## src/rtl/register_bank_param.sv

```systemverilog
// Parametrised integer register bank: two combinational read ports, one write port,
// reset-driven clear sequencer, optional bypass and hardwired-zero register 0.
module register_bank_param #(
    parameter int                 DATA_W   = 32,
    parameter int                 ADDR_W   = 5,
    parameter bit                 ZERO_REG = 1'b1,
    parameter bit                 BYPASS   = 1'b1,
    parameter logic [DATA_W-1:0]  CLR_VAL  = '0
) (
    input  logic              clk,
    input  logic              rst_n,
    input  logic [ADDR_W-1:0] r_op_a,
    input  logic [ADDR_W-1:0] r_op_b,
    input  logic [ADDR_W-1:0] r_write,
    input  logic [DATA_W-1:0] w_data,
    input  logic              w_en,
    output logic [DATA_W-1:0] rd_a,
    output logic [DATA_W-1:0] rd_b,
    output logic              busy,
    output logic              wr_drop
);

    localparam int                NREGS    = 2**ADDR_W;
    localparam logic [ADDR_W-1:0] LAST_IDX = '1;

    typedef enum logic {
        CLEAR = 1'b0,
        READY = 1'b1
    } state_t;

    state_t            state, state_nxt;
    logic [ADDR_W-1:0] cnt, cnt_nxt;
    logic              drop_nxt;

    logic              mem_we;
    logic [ADDR_W-1:0] mem_waddr;
    logic [DATA_W-1:0] mem_wdata;

    logic [DATA_W-1:0] mem [NREGS];

    // A write aimed at the hardwired-zero register is neither stored nor forwarded.
    logic wr_zero_blocked;
    assign wr_zero_blocked = ZERO_REG && (r_write == '0);

    assign busy = (state == CLEAR);

    // The clear sequencer and the user port share one physical write port.
    always_comb begin
        // NOTE: every output of this block gets a default first so no path leaves it unassigned (no latch).
        state_nxt = state;
        cnt_nxt   = cnt;
        drop_nxt  = wr_drop;
        mem_we    = 1'b0;
        mem_waddr = r_write;
        mem_wdata = w_data;
        case (state)
            CLEAR: begin
                mem_we    = 1'b1;
                mem_waddr = cnt;
                mem_wdata = CLR_VAL;
                if (w_en)
                    drop_nxt = 1'b1;
                // Terminate on compare so cnt never wraps back to 0.
                if (cnt == LAST_IDX)
                    state_nxt = READY;
                else
                    cnt_nxt = cnt + ADDR_W'(1);
            end
            READY: begin
                mem_we = w_en && !wr_zero_blocked;
            end
            default: begin
                state_nxt = CLEAR;
                cnt_nxt   = '0;
            end
        endcase
    end

    // NOTE: sequential state is updated with non-blocking assignments so every flop samples pre-edge values.
    always_ff @(posedge clk) begin
        if (!rst_n) begin
            state   <= CLEAR;
            cnt     <= '0;
            wr_drop <= 1'b0;
        end else begin
            state   <= state_nxt;
            cnt     <= cnt_nxt;
            wr_drop <= drop_nxt;
        end
    end

    // NOTE: the storage array has no reset branch; the clear sequencer initialises it one entry per cycle.
    always_ff @(posedge clk) begin
        if (rst_n && mem_we)
            mem[mem_waddr] <= mem_wdata;
    end

    function automatic logic [DATA_W-1:0] read_port(input logic [ADDR_W-1:0] addr);
        if (state != READY)
            return '0;
        if (ZERO_REG && (addr == '0))
            return '0;
        if (BYPASS && w_en && !wr_zero_blocked && (r_write == addr))
            return w_data;
        return mem[addr];
    endfunction

    always_comb begin
        rd_a = read_port(r_op_a);
        rd_b = read_port(r_op_b);
    end

endmodule
```

## config.mk

```make
export PLATFORM = sky130hd
export DESIGN_NAME = register_bank_param
export DESIGN_NICKNAME = d
export VERILOG_FILES = /design/src/rtl/register_bank_param.sv
export SDC_FILE = /design/constraint.sdc
export NUM_CORES = 1
export LEC_CHECK = 0
export CORE_ASPECT_RATIO = 1.2
export CORE_MARGIN = 1
export CORE_UTILIZATION = 61
export CTS_CLUSTER_SIZE = 24
export DETAILED_ROUTE_END_ITERATION = 8
export PLACE_DENSITY = 0.79
export SYNTH_ARGS = -nofsm -noshare
export SYNTH_HDL_FRONTEND = slang
export SYNTH_SLANG_ARGS = --single-unit
```

## constraint.sdc

```tcl
create_clock -name clk -period 5.4 [get_ports clk]
set_input_delay 0.81 -clock clk [delete_from_list [all_inputs] [get_ports clk]]
set_output_delay 0.81 -clock clk [all_outputs]
set_load 0.05 [all_outputs]
```

==> results.json <==
{
  "status": "complete, no violations",
  "drtIter0Drc": 4454,
  "worst_ep_required_time_ns": 4.59,
  "cts_buffer_depth": 3,
  "wl_per_cell_um": 38.99,
  "antenna_left": 0,
  "drt_wl_total_um": 145200,
  "worstHoldStart": "wr_drop",
  "ys_seq_area_share_pct": 63.49,
  "coreArea_sq_um": 79030,
  "fmax_mhz": 209.6,
  "hold_class": "reg -> reg",
  "slew-limit-headroom_pct": 7.138,
  "antenna_found_initial": 9,
  "layout_setup_ws_ns": 0.6296,
  "dp_cells": 3536,
  "synth_cell_types": 42,
  "maxSlewViolCount": 0,
  "setup_viol": 0,
  "rr_endpoint": "mem[8][13]",
  "p_total_mw": 17.00,
  "gp_congestion": 0.9101,
  "fin_cells": 3725,
  "dpl_cell_area_sq_um": 52140,
  "first_pass_iters": 6,
  "vias_per_cell": 7.752,
  "drive_above_1_share_pct": 36.73,
  "cts-htree-levels": 3,
  "max-cap-violations": 0,
  "fin_area_sq_um": 55350,
  "dp_hpwl_um": 86070,
  "hold_path_end": "wr_drop",
  "die-width_um": 259.8,
  "yosys_warnings": 0,
  "worstPathArrival_ns": 3.96,
  "io_buffers": 115,
  "layout_min_cycle_time_ns": 4.770,
  "postCtsResizedCells": 0,
  "r2r_slack_ns": 1.38,
  "start_util_pct": 61.56,
  "drc": 0,
  "cts_sinks": 1031,
  "clk_latency_ns": 0.71,
  "most-common-layout-cells": "1,024 x edfxtp_1, 512 x mux4_2, 107 x buf_4, 100 x mux2i_1, 99 x clkbuf_16",
  "finClkSkew_ns": 0.03899,
  "cts_setup_buffers": 0,
  "worstMarginPinSlew_ns": 1.393,
  "vias": 28875,
  "post-route-period-util_pct": 88.34,
  "cts_root_buf": "clkbuf_16",
  "nets": 2654,
  "postSynthCellCount": 2474,
  "ios": 116,
  "power_density_nw_per_um2": 307.1,
  "gr-total-overflow": 0,
  "syn_area_sq_um": 48650,
  "cts_tree": "yes",
  "cts_hold_buf": 0,
  "ys_ff_latch": 1031,
  "grt_max_degree": 119,
  "final_hold_viol_count": 0,
  "ir_drop_uv": 427.4,
  "synth.net_count": 2526,
  "synth.avg_cell_area_sq_um": 19.67,
  "path_max_fanout": 32,
  "path_class": "in -> out",
  "final_common_cell": "edfxtp_1",
  "cts_made_buffers": 99,
  "worstReg2RegStart": "state",
  "rsz0062_at_grt": "no",
  "p_leak_nw": 17.19,
  "grt_first_pass_wirelength_um": 208400,
  "holdPathStages": 2,
  "fill_cells": 4640,
  "clk_pin_slew_ns": 0.07,
  "worstSetupEndpointType": "primary output",
  "die_area_sq_um": 80900,
  "preCtsSetupSlack_ns": 0.7113,
  "rr_worst_depth": 6,
  "std_cell_rows": 113,
  "start_kind": "input port",
  "synthToLayoutAreaGrowth_pct": 13.77,
  "grt_pass1_vias": 29431,
  "setup_tns_ns": 0,
  "track_usage_pct": 36.83,
  "die_h_um": 311.4
}
-- logic make-up (layout without fill, tap and decap cells) --
family / after synthesis / after routing / synth area share [%]
mux: 677 / 677 / 27.26
flops: 1031 / 1031 / 63.49
fa+ha+maj: 2 / 2 / 0.05142
other cells: 0 / 3 / 0
compound gates: 273 / 273 / 4.513
xor+xnor: 13 / 13 / 0.2340
buf+inv: 205 / 418 / 1.859
simple gates: 273 / 273 / 2.592
-- routing by layer --
metal / vias to the layer above / share of wire, % / GRT usage, %
met5: - / 0.043 / 0
li1: 10924 / - / -
met1: 14903 / 32 / 48.87
met4: 8 / 6.2 / 19.36
met3: 519 / 15 / 11.96
met2: 2521 / 46 / 54.84
-- registers in the layout, indices dropped and copies added, names as in the netlist --
name	count
state	1
wr_drop	1
mem	1024
cnt	5
-- area by class of cell --
class	count	area (sq um)	area share, %
well taps	1035	1295	2.340
inverters	4	15.01	0.02712
repair buffers	228	2761	4.989
flip-flops and latches	1031	30890	55.81
clock inverters	68	659.4	1.191
multi-input cells	1238	17180	31.03
clock buffers	118	2549	4.604
diodes	3	7.507	0.01356
-- cells in the mapped netlist --
cell         n  area share (%)
ha_1         2           0.051
edfxtp_1  1024              63
xnor2_1     13            0.23
mux2i_1    100             2.1
nor4b_1      1           0.018
or2_1        1           0.013
o311ai_1     2           0.036
o21ai_0      8           0.082
buf_4        5           0.077
a21oi_1     66            0.68
o221ai_1     1           0.018
mux2_2      65             1.5
o41ai_4      1           0.057
nand3_1      6           0.062
nor4_1       1           0.013
inv_1        4           0.031
nand2b_1     3           0.039
o211ai_1     2           0.031
nand3b_1     2           0.031
a221o_1     32            0.66
and2_1      36            0.46
o22ai_1      1           0.013
a21boi_0     2           0.031
or4_1        1           0.015
dfxtp_1      7            0.29
nor2_1      98            0.76
nor2b_1     39            0.50
o311a_1      1           0.021
buf_1       22            0.17
mux4_2     512              24
nand4_1      1           0.013
clkbuf_1    96            0.74
a22oi_1     60            0.93
buf_6        3           0.069
nand2_1     79            0.61
a211o_1      1           0.018
nor3_1       2           0.021
and3_1       1           0.013
a211oi_1    66             1.0
or3_1        2           0.026
buf_2       75            0.77
o221ai_2    30            0.93
-- how the worst max path moves through the flow --
stage	start	endpoint	slack [ns]
3_3_place_gp	r_write[3]	rd_b[30]	0.80
2_1_floorplan	r_op_b[1]	rd_b[30]	1.63
5_1_grt	r_write[3]	rd_b[30]	0.55
4_1_cts	r_write[4]	rd_b[30]	0.70
6_report	r_write[4]	rd_a[3]	0.63
3_5_place_dp	r_write[4]	rd_b[30]	0.71
-- stage by stage --
stage	hold WS [ns]	util (%)
after floorplan	0.4865	-
after global routing	0.5238	70.03
final	0.4937	70.04
after CTS	0.5010	70.03
after global placement	0.4810	65.97
after detailed placement	0.4830	65.97
-- worst max-delay path, stage by stage --
cell	delay, ns
clkdlybuf4s50_1	0.61
or2_1	0.23
o41ai_4	0.14
nor3_1	0.48
o311a_2	0.95
a221o_1	0.53
buf_12	0.19
-- report_power, final --
part / internal, mW / switching [mW] / leakage (nW) / total, mW
combinational: 0.569 / 0.766 / 6.53 / 1.33
clock: 3.84 / 3.08 / 1.57 / 6.91
sequential: 8.72 / 0.0254 / 9.10 / 8.75
Power figures use the tool's default switching activity.
